$ cat config.mk
export PLATFORM = sky130hd
export DESIGN_NAME = multi_cycle_ctrl
export DESIGN_NICKNAME = d
export VERILOG_FILES = /design/src/rtl/multi_cycle_ctrl_pkg.sv /design/src/rtl/multi_cycle_ctrl_alu_ctrl.sv /design/src/rtl/multi_cycle_ctrl.sv
export SDC_FILE = /design/constraint.sdc
export NUM_CORES = 1
export LEC_CHECK = 0
export ABC_AREA = 1
export CORE_MARGIN = 2
export CORE_UTILIZATION = 33
export DETAILED_ROUTE_END_ITERATION = 10
export PLACE_DENSITY_LB_ADDON = 0.08
export SYNTH_ARGS = -nofsm -noshare
export SYNTH_HDL_FRONTEND = slang
export SYNTH_SLANG_ARGS = --single-unit
$ cat constraint.sdc
create_clock -name clk -period 1.4 [get_ports clk]
set_input_delay 0.42 -clock clk [delete_from_list [all_inputs] [get_ports clk]]
set_output_delay 0.42 -clock clk [all_outputs]
set_load 0.05 [all_outputs]
$ cat src/rtl/multi_cycle_ctrl_pkg.sv
// Shared constants for the multi-cycle MIPS control path: opcodes, funct codes,
// ALU operation codes, FSM state encoding and datapath mux select codes.
package multi_cycle_ctrl_pkg;

    localparam logic [5:0] OP_RTYPE = 6'h00;
    localparam logic [5:0] OP_J     = 6'h02;
    localparam logic [5:0] OP_BEQ   = 6'h04;
    localparam logic [5:0] OP_ADDI  = 6'h08;
    localparam logic [5:0] OP_LW    = 6'h23;
    localparam logic [5:0] OP_SW    = 6'h2B;

    localparam logic [5:0] FN_ADD = 6'h20;
    localparam logic [5:0] FN_SUB = 6'h22;
    localparam logic [5:0] FN_AND = 6'h24;
    localparam logic [5:0] FN_OR  = 6'h25;
    localparam logic [5:0] FN_SLT = 6'h2A;

    localparam logic [3:0] ALU_AND = 4'b0000;
    localparam logic [3:0] ALU_OR  = 4'b0001;
    localparam logic [3:0] ALU_ADD = 4'b0010;
    localparam logic [3:0] ALU_SUB = 4'b0110;
    localparam logic [3:0] ALU_SLT = 4'b0111;

    localparam logic [1:0] ALUB_REG    = 2'b00;
    localparam logic [1:0] ALUB_FOUR   = 2'b01;
    localparam logic [1:0] ALUB_IMM    = 2'b10;
    localparam logic [1:0] ALUB_IMM_SH = 2'b11;

    localparam logic [1:0] PCSRC_ALU    = 2'b00;
    localparam logic [1:0] PCSRC_ALUOUT = 2'b01;
    localparam logic [1:0] PCSRC_JUMP   = 2'b10;

    typedef enum logic [3:0] {
        S_IDLE      = 4'd0,
        S_FETCH     = 4'd1,
        S_DECODE    = 4'd2,
        S_MEM_ADDR  = 4'd3,
        S_MEM_READ  = 4'd4,
        S_MEM_WB    = 4'd5,
        S_MEM_WRITE = 4'd6,
        S_EXECUTE   = 4'd7,
        S_ALU_WB    = 4'd8,
        S_BRANCH    = 4'd9,
        S_JUMP      = 4'd10,
        S_ADDI_EXEC = 4'd11,
        S_ADDI_WB   = 4'd12
    } state_t;

endpackage

$ cat src/rtl/multi_cycle_ctrl_alu_ctrl.sv
// R-type funct to ALU op decoder, also reporting whether the funct is supported.
// Purely combinational, no flow control.
module alu_ctrl
    import multi_cycle_ctrl_pkg::*;
(
    input  logic [5:0] funct,
    output logic [3:0] alu_op,
    output logic       funct_valid
);

    always_comb begin
        alu_op      = ALU_ADD;
        funct_valid = 1'b1;
        case (funct)
            FN_ADD:  alu_op = ALU_ADD;
            FN_SUB:  alu_op = ALU_SUB;
            FN_AND:  alu_op = ALU_AND;
            FN_OR:   alu_op = ALU_OR;
            FN_SLT:  alu_op = ALU_SLT;
            default: funct_valid = 1'b0;
        endcase
    end

endmodule

$ cat src/rtl/multi_cycle_ctrl.sv
// Multi-cycle MIPS control FSM: 3-5 cycles per instruction (2 for illegal ones).
// Never stalls; memory is single-cycle so there is no backpressure.
module multi_cycle_ctrl
    import multi_cycle_ctrl_pkg::*;
(
    input  logic       clk,
    input  logic       rst_n,
    input  logic [5:0] opcode,
    input  logic [5:0] funct,
    input  logic       zero,
    output logic       pc_en,
    output logic       iord,
    output logic       mem_read,
    output logic       mem_write,
    output logic       ir_write,
    output logic       reg_dst,
    output logic       mem_to_reg,
    output logic       reg_write,
    output logic       alu_src_a,
    output logic [1:0] alu_src_b,
    output logic [3:0] alu_op,
    output logic [1:0] pc_source,
    output logic       instr_done,
    output logic       illegal_instr,
    output logic [3:0] state
);

    state_t     state_q;
    state_t     state_d;
    logic       pc_write;
    logic       pc_write_cond;
    logic [3:0] funct_op;
    logic       funct_valid;

    alu_ctrl u_alu_ctrl (
        .funct       (funct),
        .alu_op      (funct_op),
        .funct_valid (funct_valid)
    );

    always_ff @(posedge clk or negedge rst_n) begin
        if (!rst_n) begin
            state_q <= S_IDLE;
        end else begin
            state_q <= state_d;
        end
    end

    always_comb begin
        state_d       = state_q;
        pc_write      = 1'b0;
        pc_write_cond = 1'b0;
        iord          = 1'b0;
        mem_read      = 1'b0;
        mem_write     = 1'b0;
        ir_write      = 1'b0;
        reg_dst       = 1'b0;
        mem_to_reg    = 1'b0;
        reg_write     = 1'b0;
        alu_src_a     = 1'b0;
        alu_src_b     = ALUB_REG;
        alu_op        = ALU_ADD;
        pc_source     = PCSRC_ALU;
        instr_done    = 1'b0;
        illegal_instr = 1'b0;

        case (state_q)
            S_IDLE: begin
                alu_op  = ALU_AND;
                state_d = S_FETCH;
            end
            S_FETCH: begin
                mem_read  = 1'b1;
                ir_write  = 1'b1;
                pc_write  = 1'b1;
                alu_src_b = ALUB_FOUR;
                state_d   = S_DECODE;
            end
            S_DECODE: begin
                // ALU precomputes the branch target into ALUOut while decoding.
                alu_src_b = ALUB_IMM_SH;
                case (opcode)
                    OP_LW, OP_SW: state_d = S_MEM_ADDR;
                    OP_BEQ:       state_d = S_BRANCH;
                    OP_J:         state_d = S_JUMP;
                    OP_ADDI:      state_d = S_ADDI_EXEC;
                    OP_RTYPE: begin
                        if (funct_valid) begin
                            state_d = S_EXECUTE;
                        end else begin
                            illegal_instr = 1'b1;
                            instr_done    = 1'b1;
                            state_d       = S_FETCH;
                        end
                    end
                    default: begin
                        illegal_instr = 1'b1;
                        instr_done    = 1'b1;
                        state_d       = S_FETCH;
                    end
                endcase
            end
            S_MEM_ADDR: begin
                alu_src_a = 1'b1;
                alu_src_b = ALUB_IMM;
                state_d   = (opcode == OP_LW) ? S_MEM_READ : S_MEM_WRITE;
            end
            S_MEM_READ: begin
                mem_read = 1'b1;
                iord     = 1'b1;
                state_d  = S_MEM_WB;
            end
            S_MEM_WB: begin
                reg_write  = 1'b1;
                mem_to_reg = 1'b1;
                instr_done = 1'b1;
                state_d    = S_FETCH;
            end
            S_MEM_WRITE: begin
                mem_write  = 1'b1;
                iord       = 1'b1;
                instr_done = 1'b1;
                state_d    = S_FETCH;
            end
            S_EXECUTE: begin
                alu_src_a = 1'b1;
                alu_op    = funct_op;
                state_d   = S_ALU_WB;
            end
            S_ALU_WB: begin
                reg_write  = 1'b1;
                reg_dst    = 1'b1;
                instr_done = 1'b1;
                state_d    = S_FETCH;
            end
            S_BRANCH: begin
                alu_src_a     = 1'b1;
                alu_op        = ALU_SUB;
                pc_write_cond = 1'b1;
                pc_source     = PCSRC_ALUOUT;
                instr_done    = 1'b1;
                state_d       = S_FETCH;
            end
            S_JUMP: begin
                pc_write   = 1'b1;
                pc_source  = PCSRC_JUMP;
                instr_done = 1'b1;
                state_d    = S_FETCH;
            end
            S_ADDI_EXEC: begin
                alu_src_a = 1'b1;
                alu_src_b = ALUB_IMM;
                state_d   = S_ADDI_WB;
            end
            S_ADDI_WB: begin
                reg_write  = 1'b1;
                instr_done = 1'b1;
                state_d    = S_FETCH;
            end
            default: begin
                alu_op  = ALU_AND;
                state_d = S_IDLE;
            end
        endcase
    end

    // zero only reaches pc_en through pc_write_cond, which is set in BRANCH alone.
    assign pc_en = pc_write | (pc_write_cond & zero);
    assign state = state_q;

endmodule

==> results of run 1 <==
## Yosys cell counts
cell,instances
nand2_1,34
inv_1,24
nor2_1,21
nand3_1,15
nor2_2,5
dfrtp_1,4
nand2_2,4
o21ai_0,4
a21oi_1,3
inv_2,2
a31oi_1,1
buf_4,1
conb_1,1
nand3b_1,1
nand4_1,1
nor3_2,1
o211ai_1,1
o221ai_1,1
## cells by family after synthesis
| group | count (synthesis) |
|---|---|
| AOI/OAI and AO/OA | 10 |
| buffers and inverters | 27 |
| DFF | 4 |
| other | 1 |
| and+or+nand+nor | 82 |
## stage by stage
stage               setup slack [ns]  setup TNS (ns)  cell area, µm²  cells
floorplan                    -0.5962          -6.167           798.3    124
global placement             -0.8319          -6.782            1678    224
detailed placement           -0.9559          -8.479            1678    224
==> run_results.csv, run 1 <==
group,metric,value,unit
outcome,status,"aborted with a tool error",
outcome,haltStage,"4_1_cts",
outcome,stop_error,"[ERROR DPL-0038] Utilization greater than 100%, impossible to legalize",
synth,syn-num-nets,139,
cts,cts.path.max_buffers,2,
cts,cts_resized,75,
floorplan,rows,15,
synth,syn_inst,124,
synth,netlist-cell-type-count,18,
floorplan,dieWidth,47.63,µm
cts,hold_buffers,0,
synth,yosys.area.top_type_share,0.2032,
synth,synth_fa_ha_area_frac,0,
cts,cts_root_buf,"clkbuf_4",
synth,synth_mux_area_frac,0,
synth,synth_top_family_by_area,"simple AND/OR/NAND/NOR gates",
synth,synth_compound_area_frac,0.09163,
placed_design,place_hpwl,3.020,mm
synth,synthXorXnorAreaFrac,0,
synth,ys_seq_area_frac,0.1594,
cts,cts_sinks,4,
synth,synth_area_leaders,"nand2_1 (20%), dfrtp_1 (16%), inv_1 (14%), nor2_1 (13%), nand3_1 (12%)",
placed_design,gp_congestion,0.8694,
placed_design,io_buffers,36,
synth,synthSimpleGateAreaFrac,0.5757,
synth,yosysWarningCount,0,
floorplan,io_pins,38,
synth,synth_top_area_cell,"nand2_1",
synth,syn_avg_cell_area,5.065,µm²
cts,htree_levels,1,
synth,syn_area,628.1,µm²
cts,numCtsBuffers,3,
floorplan,start_util,0.3560,
synth,synth-seq-cells,4,
cts,postCtsSetupRepairBufs,8,
floorplan,die_h,47.63,µm
==> run 2: changes to the inputs <==
CORE_AREA = 2 2 63 65   (was not set)
CORE_MARGIN = not set   (was 2)
CORE_UTILIZATION = not set   (was 33)
DIE_AREA = 0 0 65 67   (was not set)
PLACE_DENSITY_LB_ADDON = 0.15   (was 0.08)
clock period = 1.8 ns   (was 1.4 ns; I/O delays follow)
==> run_results.csv, run 2 <==
group,metric,value,unit
finish,final_cell_mix,"buf_4 (39), nand2_1 (24), buf_12 (22)",
power,ir_worst_vdd,0.5459,mV
synth,synth-seq-cells,4,
timing,fin_worst_hold_slack,0.5339,ns
min_path,hp-class,"in -> async",
timing,slew_violations,0,
timing,setup_viol,17,
finish,nNetsFinal,227,
cts,cts.path.max_buffers,2,
grt,grt_pass1_vias,1086,
synth,yosysWarningCount,0,
finish,antenna_cells,0,
placed_design,io_buffers,36,
run,cap_viol_max_count,0,
finish,final_common_cell,"buf_4",
cts,path_clk_slew,0.03,ns
timing,period_share,1.145,
timing,fin_crit,2.062,ns
synth,syn_inst,124,
setup_path,cp_max_fo,7,
synth,ys_seq_area_frac,0.1594,
finish,largest_reg_flops,4,
cts,hold_buffers,0,
floorplan,io_pins,38,
route,first_pass_iters,4,
route,drc,0,
setup_path,r2r-end,"state[0]$_DFF_PN0_",
timing,hold_viol,0,
timing,skew,0.001944,ns
placed_design,place_area,1698,µm²
floorplan,die_h,67,µm
outcome,status,"finished, violations left",
setup_path,critical_path_required,1.26,ns
cts,cts_tree,"done",
setup_path,start_kind,"flop",
floorplan,start_util,0.1742,
synth,netlist_top_cells_count,"nand2_1 (34), inv_1 (24), nor2_1 (21)",
synth,syn-num-nets,139,
power,p_leak,0.0009537,µW
finish,final_area,1931,µm²
synth,synth_area_leaders,"nand2_1 (20%), dfrtp_1 (16%), inv_1 (14%), nor2_1 (13%), nand3_1 (12%)",
route,num_vias,1089,
cts,cts_root_buf,"clkbuf_8",
finish,layout-drive-gt1-share,0.7000,
synth,synth_most_common_cell,"nand2_1",
route,drtIter0Drc,25,
setup_path,reg2regPathDepth,9,
placed_design,gp_congestion,0.8156,
placed_design,place_hpwl,2.132,mm
synth,netlist-cell-type-count,18,
timing,rsz0062_at_grt,"true",
cts,numCtsBuffers,3,
synth,syn_area,628.1,µm²
synth,syn_avg_cell_area,5.065,µm²
setup_path,rr_startpoint,"state[2]$_DFF_PN0_",
floorplan,die_area,4355,µm²
route,vias_per_cell,4.221,
cts,clkLatencyLatePin,0.21,ns
setup_path,cp.arrival,1.52,ns
route,postRouteAntennaNets,0,
grt,grt_max_degree,8,
cts,cts_sinks,4,
synth,synthFlopType,"dfrtp_1",
placed_design,place_ws,-0.6563,ns
power,power_density,1670,nW/µm²
setup_path,worstSetupPathType,"reg -> out",
floorplan,fp.coreArea,3606,µm²
grt,grt_pass1_wl,4.478,mm
synth,synth_edf_count,0,
setup_path,end_kind,"primary output",
outcome,violations,"setup timing",
finish,final_util,0.5354,
timing,clock.fmax,485.1,MHz
timing,final.setup.worst_slack,-0.2615,ns
grt,gr-total-overflow,0,
setup_path,reg2reg_slack,0.24,ns
finish,syn_to_final_growth,207.4,%
floorplan,dieWidth,65,µm
route,wire_per_inst,10.55,µm
cts,htree_levels,1,
synth,synth_async_sr_flop_share,1.000,
floorplan,rows,22,
synth,synth_top_area_cell,"nand2_1",
route,wirelength,2.722,mm
grt,track_usage,0.1304,
grt,grt_antenna_before_repair,0,
finish,filler_cell_count,354,
synth,yosys.area.top_type_share,0.2032,
[run 2: layout make-up]
| type | count | area (µm²) | area share |
|---|---|---|---|
| Inverter | 26 | 106.4 | 0.05509 |
| Tap cell | 48 | 60.06 | 0.03111 |
| Timing Repair Buffer | 84 | 930.9 | 0.4822 |
| Clock buffer | 3 | 41.29 | 0.02139 |
| Multi-Input combinational cell | 93 | 684.4 | 0.3545 |
| Sequential cell | 4 | 107.6 | 0.05574 |
[run 2: cell families after synthesis]
family	share of synthesized area
compound gates	0.09164
buf+inv	0.1673
flops	0.1594
other cells	0.005970
simple gates	0.5757
[run 2: worst max-delay path by stage]
stage,startpoint,endpoint,depth (start not counted)
floorplan,state[3]$_DFF_PN0_,alu_op[1],7
global placement,funct[3],illegal_instr,9
detailed placement,funct[2],illegal_instr,9
CTS,state[2]$_DFF_PN0_,instr_done,8
global route,state[2]$_DFF_PN0_,alu_op[1],8
finish,state[2]$_DFF_PN0_,alu_op[1],8
[run 2: timing repair]
item / 4_1_cts / 5_1_grt
buffers inserted: 5 / 4
endpoints found under the setup margin: 17 / 18
pin swaps: 22 / 11
resized for setup: 75 / 14
[run 2: where the power goes]
| group | switching (µW) | total [µW] | internal [µW] |
|---|---|---|---|
| Clock | 41.7 | 184 | 142 |
| Combinational | 1510 | 2820 | 1310 |
| Sequential | 82.6 | 220 | 137 |
[run 2: per-stage QoR]
step	TNS [ns]	power (µW)	instances
6_report	-3.091	3224	258
5_1_grt	-4.199	3375	258
4_1_cts	-3.124	3177	254
3_5_place_dp	-3.213	2844	246
3_3_place_gp	-2.992	2835	246
2_1_floorplan	-1.900	1539	124
[run 2: metal layers]
| metal | global-route usage | share of wire |
|---|---|---|
| met5 | 0 | 0 |
| met4 | 0.03191 | 0.0077 |
| met3 | 0.01520 | 0.039 |
| met2 | 0.2925 | 0.62 |
| met1 | 0.1191 | 0.34 |
[run 2: critical path, stage by stage, from the launching register on]
cell and delay, ns:
dfrtp_4 0.52, nand2_4 0.12, nor2_4 0.05, nor2_4 0.09
nand2_4 0.07, buf_12 0.13, nor2_4 0.09, nand3_4 0.08
buf_6 0.16
Note: power is estimated with default switching activity, not from simulation.
==> run 3: changes to the inputs <==
ABC_AREA = not set   (was 1)
PLACE_DENSITY = 0.54   (was not set)
PLACE_DENSITY_LB_ADDON = not set   (was 0.15)
SETUP_SLACK_MARGIN = 0.2   (was not set)
==> run_results.csv, run 3 <==
group,metric,value,unit
outcome,status,"finished, violations left",
outcome,violations,"setup timing",
setup_path,end_kind,"primary output",
cts,htree_levels,1,
setup_path,cp.arrival,1.61,ns
power,p_leak,0.0008937,µW
synth,synth-seq-cells,4,
route,drtIter0Drc,14,
setup_path,rr_startpoint,"state[3]$_DFF_PN0_",
synth,synth_top_area_cell,"dfrtp_1",
synth,synth_edf_count,0,
cts,numCtsBuffers,3,
timing,period_share,1.195,
cts,path_clk_slew,0.03,ns
run,cap_viol_max_count,0,
finish,nNetsFinal,198,
timing,slew_violations,0,
timing,clock.fmax,465.0,MHz
finish,largest_reg_flops,4,
synth,synthFlopType,"dfrtp_1",
timing,final.setup.worst_slack,-0.3505,ns
grt,use_met2,0.3028,
grt,grt_max_degree,9,
placed_design,dpl.cell_count,208,
synth,syn_avg_cell_area,6.398,µm²
synth,synth_area_leaders,"dfrtp_1 (16%), nor2_1 (12%), nand2b_1 (6.0%), a21oi_1 (5.6%), a31oi_1 (4.0%)",
finish,final_common_cell,"buf_4",
synth,yosysWarningCount,0,
grt,met3_usage,0.006757,
synth,synth_async_sr_flop_share,1.000,
timing,setup_viol,16,
finish,fin_cells,229,
floorplan,die_h,67,µm
setup_path,worstSetupPathType,"in -> out",
floorplan,start_util,0.1721,
placed_design,place_area,1755,µm²
timing,rsz0062_at_grt,"true",
synth,syn_area,620.6,µm²
timing,fin_crit,2.150,ns
synth,netlist-cell-type-count,38,
placed_design,gp_congestion,0.8975,
setup_path,crit_path_max_incr_delay,0.22,ns
setup_path,reg2reg_slack,0.08,ns
timing,skew,0.001450,ns
floorplan,dieWidth,65,µm
route,num_vias,1048,
timing,hold_viol,0,
grt,grt_pass1_vias,1095,
synth,synth_most_common_cell,"nor2_1",
finish,antenna_cells,0,
setup_path,start_kind,"input port",
setup_path,reg2regPathDepth,4,
grt,grt_pass1_wl,4.809,mm
route,wire_per_inst,12.87,µm
route,drc,0,
setup_path,cpMaxStageDelayCell,"a32oi_2",
finish,layout-drive-gt1-share,0.8398,
finish,filler_cell_count,299,
placed_design,io_buffers,36,
timing,tns,-2.480,ns
synth,ys_seq_area_frac,0.1613,
synth,syn_inst,97,
power,ir_worst_vdd,0.5360,mV
grt,globalRoute.busiestLayer,"met2",
floorplan,rows,22,
cts,cts_tree,"done",
grt,gr-total-overflow,0,
cts,clkLatencyLatePin,0.21,ns
route,vias_per_cell,4.576,
setup_path,r2r-end,"state[2]$_DFF_PN0_",
setup_path,critical_path_required,1.26,ns
floorplan,io_pins,38,
synth,netlist_top_cells_count,"nor2_1 (20), a21oi_1 (7), nand2b_1 (6)",
timing,fin_worst_hold_slack,0.5254,ns
finish,final_cell_mix,"buf_4 (31), buf_12 (22), buf_6 (21)",
power,power_density,1755,nW/µm²
grt,met1_usage,0.1410,
placed_design,place_hpwl,2.114,mm
setup_path,path_cells,"buf_8 -> xor2_2 -> a32oi_2 -> o31ai_2 -> buf_4 -> a31oi_4 -> buf_6",
setup_path,cp_max_fo,3,
cts,cts_sinks,4,
grt,grt_antenna_before_repair,0,
route,wirelength,2.947,mm
floorplan,fp.coreArea,3606,µm²
grt,track_usage,0.1410,
synth,yosys.area.top_type_share,0.1613,
finish,syn_to_final_growth,253.8,%
finish,final_area,2196,µm²
route,first_pass_iters,4,
cts,cts_root_buf,"clkbuf_8",
min_path,hp-class,"in -> async",
cts,cts.path.max_buffers,2,
synth,syn-num-nets,112,
route,postRouteAntennaNets,0,
floorplan,die_area,4355,µm²
## run 3: cell types whose count changed in the layout (fill, tap and decap cells not counted), sizes merged, moves of 6 or more
cell    change
buf         +8
inv        -21
nand2      -35
nand2b      +6
nand3      -11
nor2        -6
## run 3: where the power goes
| group | internal, µW | switching (µW) |
|---|---|---|
| clock network | 142 | 40.8 |
| registers | 134 | 72.3 |
| logic | 1710 | 1750 |
| total | 1990 | 1870 |
## run 3: logic make-up (layout without fill, tap and decap cells)
kind of cell,count (synthesis),after routing,synth area share
compound gates,26,26,0.2641
simple gates,49,49,0.4033
xor+xnor,2,2,0.02823
other cells,1,1,0.006043
mux,2,2,0.03226
buf+inv,13,97,0.1048
flops,4,4,0.1613
## run 3: critical path: cells and delay by family
kind | cells | cell delay, ns
compound gates | 3 | 0.45
xor+xnor | 1 | 0.17
buf+inv | 3 | 0.44
## run 3: routing by layer
layer | vias up | share of wire
li1 | 516 | -
met1 | 490 | 0.38
met2 | 38 | 0.57
met3 | 4 | 0.037
met4 | 0 | 0.015
met5 | - | 0
## run 3: repair_timing
action / 4_1_cts / 5_1_grt
resized for setup: 105 / 14
pin swaps: 30 / 13
hold buffers: 0 / 0
endpoints found under the setup margin: 21 / 19
setup buffers: 12 / 6
hold endpoints to repair: 0 / 0
## run 3: area by class of cell
class | count | area, µm² | share of cell area
timing repair buffer | 90 | 1085 | 0.4940
tap | 48 | 60.06 | 0.02735
sequential | 4 | 105.1 | 0.04786
multi-input combinational | 80 | 882.1 | 0.4017
inverter | 4 | 22.52 | 0.01026
clock buffer | 3 | 41.29 | 0.01880
## run 3: how the worst max path moves through the flow
| stage | startpoint | endpoint | slack, ns | depth (start not counted) |
|---|---|---|---|---|
| finish | opcode[1] | instr_done | -0.35 | 7 |
| global route | opcode[1] | instr_done | -0.39 | 7 |
| global placement | funct[2] | instr_done | -0.83 | 7 |
| detailed placement | funct[2] | instr_done | -0.84 | 7 |
| floorplan | opcode[1] | instr_done | -0.29 | 5 |
| CTS | opcode[1] | instr_done | -0.32 | 7 |
## run 3: stage by stage
step	setup WS [ns]	utilization	total power, µW
6_report	-0.3505	0.6090	3853
5_1_grt	-0.3921	0.6090	4011
4_1_cts	-0.3184	0.5784	3707
3_5_place_dp	-0.8407	0.4868	3140
3_3_place_gp	-0.8296	0.4868	3111
2_1_floorplan	-0.2891	-	2059
